### src/rtl/par_resp_pkg.sv
// Shared types, default parameters and helpers for the parity-protected
// delayed-response generator.
//   slot_t    : one scheduled response (valid flag, countdown, payload)
//   even_par  : even-parity bit of a word, zero-extended to PAR_MAX_W bits
package par_resp_pkg;

    localparam int DW_DEF    = 4;
    localparam int WIDTH_DEF = 32;
    localparam int DEPTH_DEF = 4;

    // Widest word even_par accepts; callers cast up to this width so
    // that any WIDTH up to this limit can share one function.
    localparam int PAR_MAX_W = 256;

    typedef struct packed {
        logic                 valid;
        logic [DW_DEF-1:0]    cnt;
        logic [WIDTH_DEF-1:0] payload;
    } slot_t;

    // Even parity: XOR of the word, so {word, even_par(word)} has an even
    // number of ones.
    function automatic logic even_par(input logic [PAR_MAX_W-1:0] word);
        return ^word;
    endfunction

endpackage

### src/rtl/par_resp_slot.sv
// One outstanding-response slot.
//   clk, rst_ : clock, asynchronous active-high reset
//   load      : capture a new request (only asserted while the slot is free)
//   d         : requested delay (>= 2); countdown starts at d-1
//   din       : payload to return
//   fire      : slot is valid with count 1, response leaves at this edge
//   cnt       : current countdown
//   valid     : slot holds a pending response
//   payload   : captured payload
module par_resp_slot #(
    parameter int WIDTH = 32,
    parameter int DW    = 4
) (
    input  logic             clk,
    input  logic             rst_,
    input  logic             load,
    input  logic [DW-1:0]    d,
    input  logic [WIDTH-1:0] din,
    output logic             fire,
    output logic [DW-1:0]    cnt,
    output logic             valid,
    output logic [WIDTH-1:0] payload
);

    logic             valid_q,   valid_d;
    logic [DW-1:0]    cnt_q,     cnt_d;
    logic [WIDTH-1:0] payload_q, payload_d;

    assign fire = valid_q & (cnt_q == DW'(1));

    always_comb begin
        valid_d   = valid_q;
        cnt_d     = cnt_q;
        payload_d = payload_q;
        if (fire) begin
            valid_d = 1'b0;
        end else if (valid_q) begin
            // Count never reaches 0 while valid: it starts at >= 1 and
            // stops decrementing once it hits 1.
            cnt_d = cnt_q - DW'(1);
        end
        if (load) begin
            valid_d   = 1'b1;
            cnt_d     = d - DW'(1);
            payload_d = din;
        end
    end

    always_ff @(posedge clk or posedge rst_) begin
        if (rst_) begin
            valid_q   <= 1'b0;
            cnt_q     <= '0;
            payload_q <= '0;
        end else begin
            valid_q   <= valid_d;
            cnt_q     <= cnt_d;
            payload_q <= payload_d;
        end
    end

    assign cnt     = cnt_q;
    assign valid   = valid_q;
    assign payload = payload_q;

endmodule

### src/rtl/par_resp_gen.sv
// Delayed request/response responder with even parity.
// A rising edge on a schedules a one-cycle pulse on b exactly delay cycles
// later, carrying din on data with parity = ^data. delay=0 is answered
// combinationally, delay=1 directly by the output register, delay>=2
// through one of DEPTH countdown slots. Requests that would land in an
// already-claimed response cycle, or that find all slots busy, are
// rejected with a one-cycle drop pulse.
//   clk, rst_ : clock, asynchronous active-high reset
//   a         : request; rising edge starts a transaction
//   delay     : response latency, sampled at the rise of a
//   din       : payload, sampled at the rise of a
//   b         : response pulse
//   data      : payload while b=1, otherwise 0
//   parity    : ^data
//   drop      : request rejected (one cycle after the request edge)
//   busy      : at least one slot pending
module par_resp_gen
    import par_resp_pkg::*;
#(
    parameter int WIDTH = WIDTH_DEF,
    parameter int DW    = DW_DEF,
    parameter int DEPTH = DEPTH_DEF
) (
    input  logic             clk,
    input  logic             rst_,
    input  logic             a,
    input  logic [DW-1:0]    delay,
    input  logic [WIDTH-1:0] din,
    output logic             b,
    output logic [WIDTH-1:0] data,
    output logic             parity,
    output logic             drop,
    output logic             busy
);

    logic             a_q,      a_d;
    logic             b_q,      b_d;
    logic [WIDTH-1:0] data_q,   data_d;
    logic             parity_q, parity_d;
    logic             drop_q,   drop_d;

    logic             rose;
    logic             d_zero, d_one, d_long;
    logic             drop_cond, accept, byp0;
    logic [DEPTH-1:0] slot_load, slot_fire, slot_valid, cnt_hit;
    logic [DW-1:0]    slot_cnt     [DEPTH];
    logic [WIDTH-1:0] slot_payload [DEPTH];
    logic             fire_any;
    logic [WIDTH-1:0] fire_payload;
    logic             alloc_found;

    assign rose   = a & ~a_q;
    assign d_zero = (delay == DW'(0));
    assign d_one  = (delay == DW'(1));
    assign d_long = ~d_zero & ~d_one;

    genvar gi;
    generate
        for (gi = 0; gi < DEPTH; gi++) begin : g_slot
            par_resp_slot #(.WIDTH(WIDTH), .DW(DW)) u_slot (
                .clk     (clk),
                .rst_    (rst_),
                .load    (slot_load[gi]),
                .d       (delay),
                .din     (din),
                .fire    (slot_fire[gi]),
                .cnt     (slot_cnt[gi]),
                .valid   (slot_valid[gi]),
                .payload (slot_payload[gi])
            );
            // A slot with count c answers c cycles from now, the same
            // cycle a new request with delay c would answer in.
            assign cnt_hit[gi] = slot_valid[gi] & (slot_cnt[gi] == delay);
        end
    endgenerate

    assign drop_cond = rose & ((d_zero & b_q)
                             | (~d_zero & (|cnt_hit))
                             | (d_long & (&slot_valid)));
    assign accept    = rose & ~drop_cond;

    // Held off during reset so every output reads 0 while rst_ is high.
    assign byp0 = accept & d_zero & ~rst_;

    // Lowest-index free slot wins. Uses valid bits from before the edge,
    // so a slot firing at this edge is not reused at the same edge.
    always_comb begin
        slot_load   = '0;
        alloc_found = 1'b0;
        for (int i = 0; i < DEPTH; i++) begin
            if (!slot_valid[i] && !alloc_found) begin
                alloc_found  = 1'b1;
                slot_load[i] = accept & d_long;
            end
        end
    end

    // At most one slot fires per cycle thanks to the collision check,
    // so an OR of gated payloads is a valid mux.
    always_comb begin
        fire_any     = 1'b0;
        fire_payload = '0;
        for (int i = 0; i < DEPTH; i++) begin
            if (slot_fire[i]) begin
                fire_any     = 1'b1;
                fire_payload = fire_payload | slot_payload[i];
            end
        end
    end

    always_comb begin
        a_d      = a;
        b_d      = 1'b0;
        data_d   = '0;
        drop_d   = drop_cond;
        if (fire_any) begin
            b_d    = 1'b1;
            data_d = fire_payload;
        end else if (accept && d_one) begin
            b_d    = 1'b1;
            data_d = din;
        end
        parity_d = even_par(PAR_MAX_W'(data_d));
    end

    always_ff @(posedge clk or posedge rst_) begin
        if (rst_) begin
            a_q      <= 1'b0;
            b_q      <= 1'b0;
            data_q   <= '0;
            parity_q <= 1'b0;
            drop_q   <= 1'b0;
        end else begin
            a_q      <= a_d;
            b_q      <= b_d;
            data_q   <= data_d;
            parity_q <= parity_d;
            drop_q   <= drop_d;
        end
    end

    assign b      = b_q | byp0;
    assign data   = byp0 ? din : data_q;
    assign parity = byp0 ? even_par(PAR_MAX_W'(din)) : parity_q;
    assign drop   = drop_q;
    assign busy   = |slot_valid;

endmodule
### config.mk
export PLATFORM = sky130hd
export DESIGN_NAME = par_resp_gen
export DESIGN_NICKNAME = d
export VERILOG_FILES = /design/src/rtl/par_resp_pkg.sv /design/src/rtl/par_resp_slot.sv /design/src/rtl/par_resp_gen.sv
export SDC_FILE = /design/constraint.sdc
export NUM_CORES = 1
export LEC_CHECK = 0
export BUFFER_PORTS_ARGS = -buffer_cell sky130_fd_sc_hd__buf_2
export CAP_MARGIN = 20
export CORE_MARGIN = 2
export CORE_UTILIZATION = 55
export DETAILED_ROUTE_END_ITERATION = 6
export GPL_TIMING_DRIVEN = 0
export HOLD_SLACK_MARGIN = 0.15
export PLACE_DENSITY = 0.77
export SKIP_LAST_GASP = 1
export SLEW_MARGIN = 20
export SYNTH_ARGS = -nofsm -noshare
export SYNTH_HDL_FRONTEND = slang
export SYNTH_HIERARCHICAL = 1
export SYNTH_SLANG_ARGS = --single-unit
### constraint.sdc
create_clock -name clk -period 3.4 [get_ports clk]
set_input_delay 0.85 -clock clk [delete_from_list [all_inputs] [get_ports clk]]
set_output_delay 0.85 -clock clk [all_outputs]
set_load 0.02 [all_outputs]
==> run_results.csv <==
group,metric,value,unit
grt,grt_use_total,0.311,
pwr,p_clk_frac,0.195,
finish,fin_nets,987,
sta,fin_ws,-314,ps
synth,avgSynthCellArea,12.0,um2
status,status,"finished with violations",
synth,netlist_top_cells_area,"dfrtp_1 49%, mux2_2 19%, a22oi_1 5.5%",
critical_path,r2r_cells,15,
grt,use_met1,0.410,
pwr,power_switching_share,0.352,
clock_tree,clk-insertion-delay-late,440,ps
floorplan,rows,47,
synth,ys.flop_type,"dfrtp_1",
sta,finalCritPeriodShare,1.09,
clock_tree,path_clk_slew,80,ps
grt,grt.overflow.total,0,
pwr,power_leakage,5.61,nW
critical_path,cp-start-kind,"flop",
synth,synth_edf_count,0,
floorplan,die-area,18100,um2
critical_path,path_max_fanout,5,
floorplan,initial_utilization,0.563,
floorplan,pin_count,75,
synth,netlist_area,9380,um2
pwr,power_frac_comb,0.425,
clock_tree,cts_root_buffer,"clkbuf_16",
sta,rsz0062_at_grt,"true",
placed_design,hpwl,16000,um
finish,fillCellCount,1038,
routing,vias,7211,
sta,finalMaxSlewViolations,0,
sta,setup_viol,2,
routing,vias_per_cell,6.17,
grt,grt_use_met2,0.491,
clock_tree,ctsLongestPathBuffers,2,
placed_design,place_ws,-1020,ps
grt,grt_use_met3,0.0721,
critical_path,critPathCaptureType,"flop",
finish,fin_area,11900,um2
routing,drc,0,
grt,grt_pass1_wl,41900,um
synth,synth_top_area_frac,0.491,
floorplan,fp.coreArea,16600,um2
job,maxCapViolCount,0,
min_path,hp-class,"in2async",
pwr,vdd_drop_max,0.473,mV
finish,diodes,0,
sta,whs,466,ps
sta,max_freq,0.269,GHz
floorplan,die_h,135,um
clock_tree,clock-sinks,184,
pwr,power.switching,3.55,mW
sta,hold_viol_final,0,
critical_path,critical_path_required,3710,ps
routing,wl_per_cell,23.4,um
critical_path,crit_end,"parity_q",
routing,ant_nets,0,
placed_design,portBuffers,74,
clock_tree,cts-buffers-inserted,17,
floorplan,die_w,135,um
finish,post-route-util,0.716,
routing,drt-total-wl,27400,um
critical_path,r2r_slack,-310,ps
synth,ys_seq_area_frac,0.491,
critical_path,r2r_start,"g_slot[3].u_slot/cnt[0]",
placed_design,post-place-cells,1081,
critical_path,arrival,4020,ps
placed_design,place.gp.congestion,0.835,
pwr,pwr-share-seq,0.380,
grt,antenna_found_initial,0,
sta,slew-limit-headroom,0.554,
pwr,powerDensity,846,nW/um2
synth,ys_types,49,
placed_design,dpl-instance-area,10100,um2
synth,synthArstFlopShare,1.00,
synth,syn_nets,833,
sta,period_needed,3710,ps
clock_tree,ctsHoldBuffers,0,
finish,syn_to_final_growth,27.1,%
finish,seq_area,4600,um2
sta,timing.setup.tns,-324,ps
clock_tree,cts_max_level,4,
pwr,total_power,10.1,mW
synth,synthCells,782,
finish,drive_gt1_frac,0.449,
routing,drt_iter0_markers,662,
critical_path,r2r-end,"parity_q",
sta,fin_skew,7.92,ps
synth,yosysWarnings,6,
grt,grt_max_degree,27,
sta,tightest_slew,668,ps
grt,grt_pass1_vias,7323,
grt,grt_busiest_layer,"met2",
pwr,p_int,6.53,mW
finish,finalNonFillerCells,1169,
clock_tree,cts_tree,"done",
finish,final_common_cell,"dfrtp_1",
critical_path,crit_start,"g_slot[3].u_slot/cnt[0]",
synth,synth_top_cell_by_area,"dfrtp_1",
status,violations,"negative setup slack",
routing,drt-pass1-iter-count,5,
finish,multi_input_area,4590,um2
synth,ys_ff_latch,184,
finish,final_cell_mix,"184 x dfrtp_1, 157 x mux2_2, 69 x a22oi_1",
critical_path,criticalPathCategory,"reg2reg",
## worst max-delay path: stages, from the launching register on
cell     delay [ps]
dfrtp_1         410
ha_4            170
or3b_1          180
buf_6           120
nor2_4           40
buf_6           130
nor4_4          390
nand4_1         270
nor4_4          280
buf_4           180
buf_6           100
a21o_1          210
xor2_1          190
xnor3_1         300
xnor2_2         200
xnor3_1         430
## how the worst min path moves through the flow
| stage | start | end | slack, ps | cells after the start |
|---|---|---|---|---|
| 2_1_floorplan | g_slot[2].u_slot/payload[26] | g_slot[2].u_slot/payload[26] | 480 | 1 |
| 3_3_place_gp | g_slot[2].u_slot/payload[26] | g_slot[2].u_slot/payload[26] | 490 | 1 |
| 3_5_place_dp | g_slot[1].u_slot/payload[5] | g_slot[1].u_slot/payload[5] | 500 | 1 |
| 4_1_cts | rst_ | g_slot[2].u_slot/payload[4] | 440 | 2 |
| 5_1_grt | rst_ | g_slot[2].u_slot/payload[4] | 470 | 2 |
| 6_report | rst_ | g_slot[2].u_slot/payload[4] | 470 | 2 |
## area by class of cell
type	instances	area share
multi-input cells	515	0.385
clock inverters	14	0.0117
well taps	220	0.0231
flip-flops and latches	184	0.386
plain buffers	40	0.0343
inverters	37	0.0117
repair buffers	141	0.111
clock buffers	18	0.0368
## power by group through the flow
stage               Combinational (mW)  Clock (mW)  Sequential, mW
global route                      4.57        2.07            3.93
CTS                               4.01        1.97            3.76
global placement                  3.28           0            3.77
detailed placement                3.40           0            3.82
finish                            4.29        1.96            3.83
floorplan                         2.73           0            3.63
## flip-flops by register name (all words and copies together) (netlist names)
| name | cells |
|---|---|
| drop | 1 |
| g_slot.u_slot/valid | 4 |
| a_q | 1 |
| g_slot.u_slot/payload | 128 |
| b_q | 1 |
| parity_q | 1 |
| data_q | 32 |
| g_slot.u_slot/cnt | 16 |
## synth_stat cells, types with 5 or more instances
cell type  count
o22ai_1        5
xor2_1        18
nand3_1       18
inv_1         36
nor4b_1        5
mux2i_1        8
nor3_1         6
dfrtp_1      184
a22oi_1       69
a21oi_1       12
nand2_1       47
ha_1          12
o21ai_1        6
xnor2_1       56
buf_2         24
buf_4          6
a21o_1        16
mux2_2       160
o21ai_2        6
clkbuf_1      11
nor2_1        21
## per-layer routing
| metal | up-vias | part of all wire |
|---|---|---|
| met2 | 363 | 0.48 |
| met3 | 83 | 0.081 |
| met1 | 3673 | 0.40 |
| met4 | 0 | 0.039 |
| met5 | - | 0 |
| li1 | 3092 | - |
## timing repair
action | CTS | global route
pin swaps | 26 | 14
gates resized for setup | 164 | 23
setup endpoints to repair | 42 | 48
buffers inserted | 45 | 14
gates cloned | 3 | 0
## cells by family after synthesis
group / count (synthesis) / share of synthesized area
buffers and inverters: 83 / 0.0396
AOI/OAI and AO/OA: 135 / 0.105
DFF: 184 / 0.491
muxes: 168 / 0.201
adders and majority gates: 12 / 0.0160
xor gates and xnor gates: 78 / 0.0787
and+or+nand+nor: 122 / 0.0687
No activity file was read; power rests on OpenSTA's default activity.
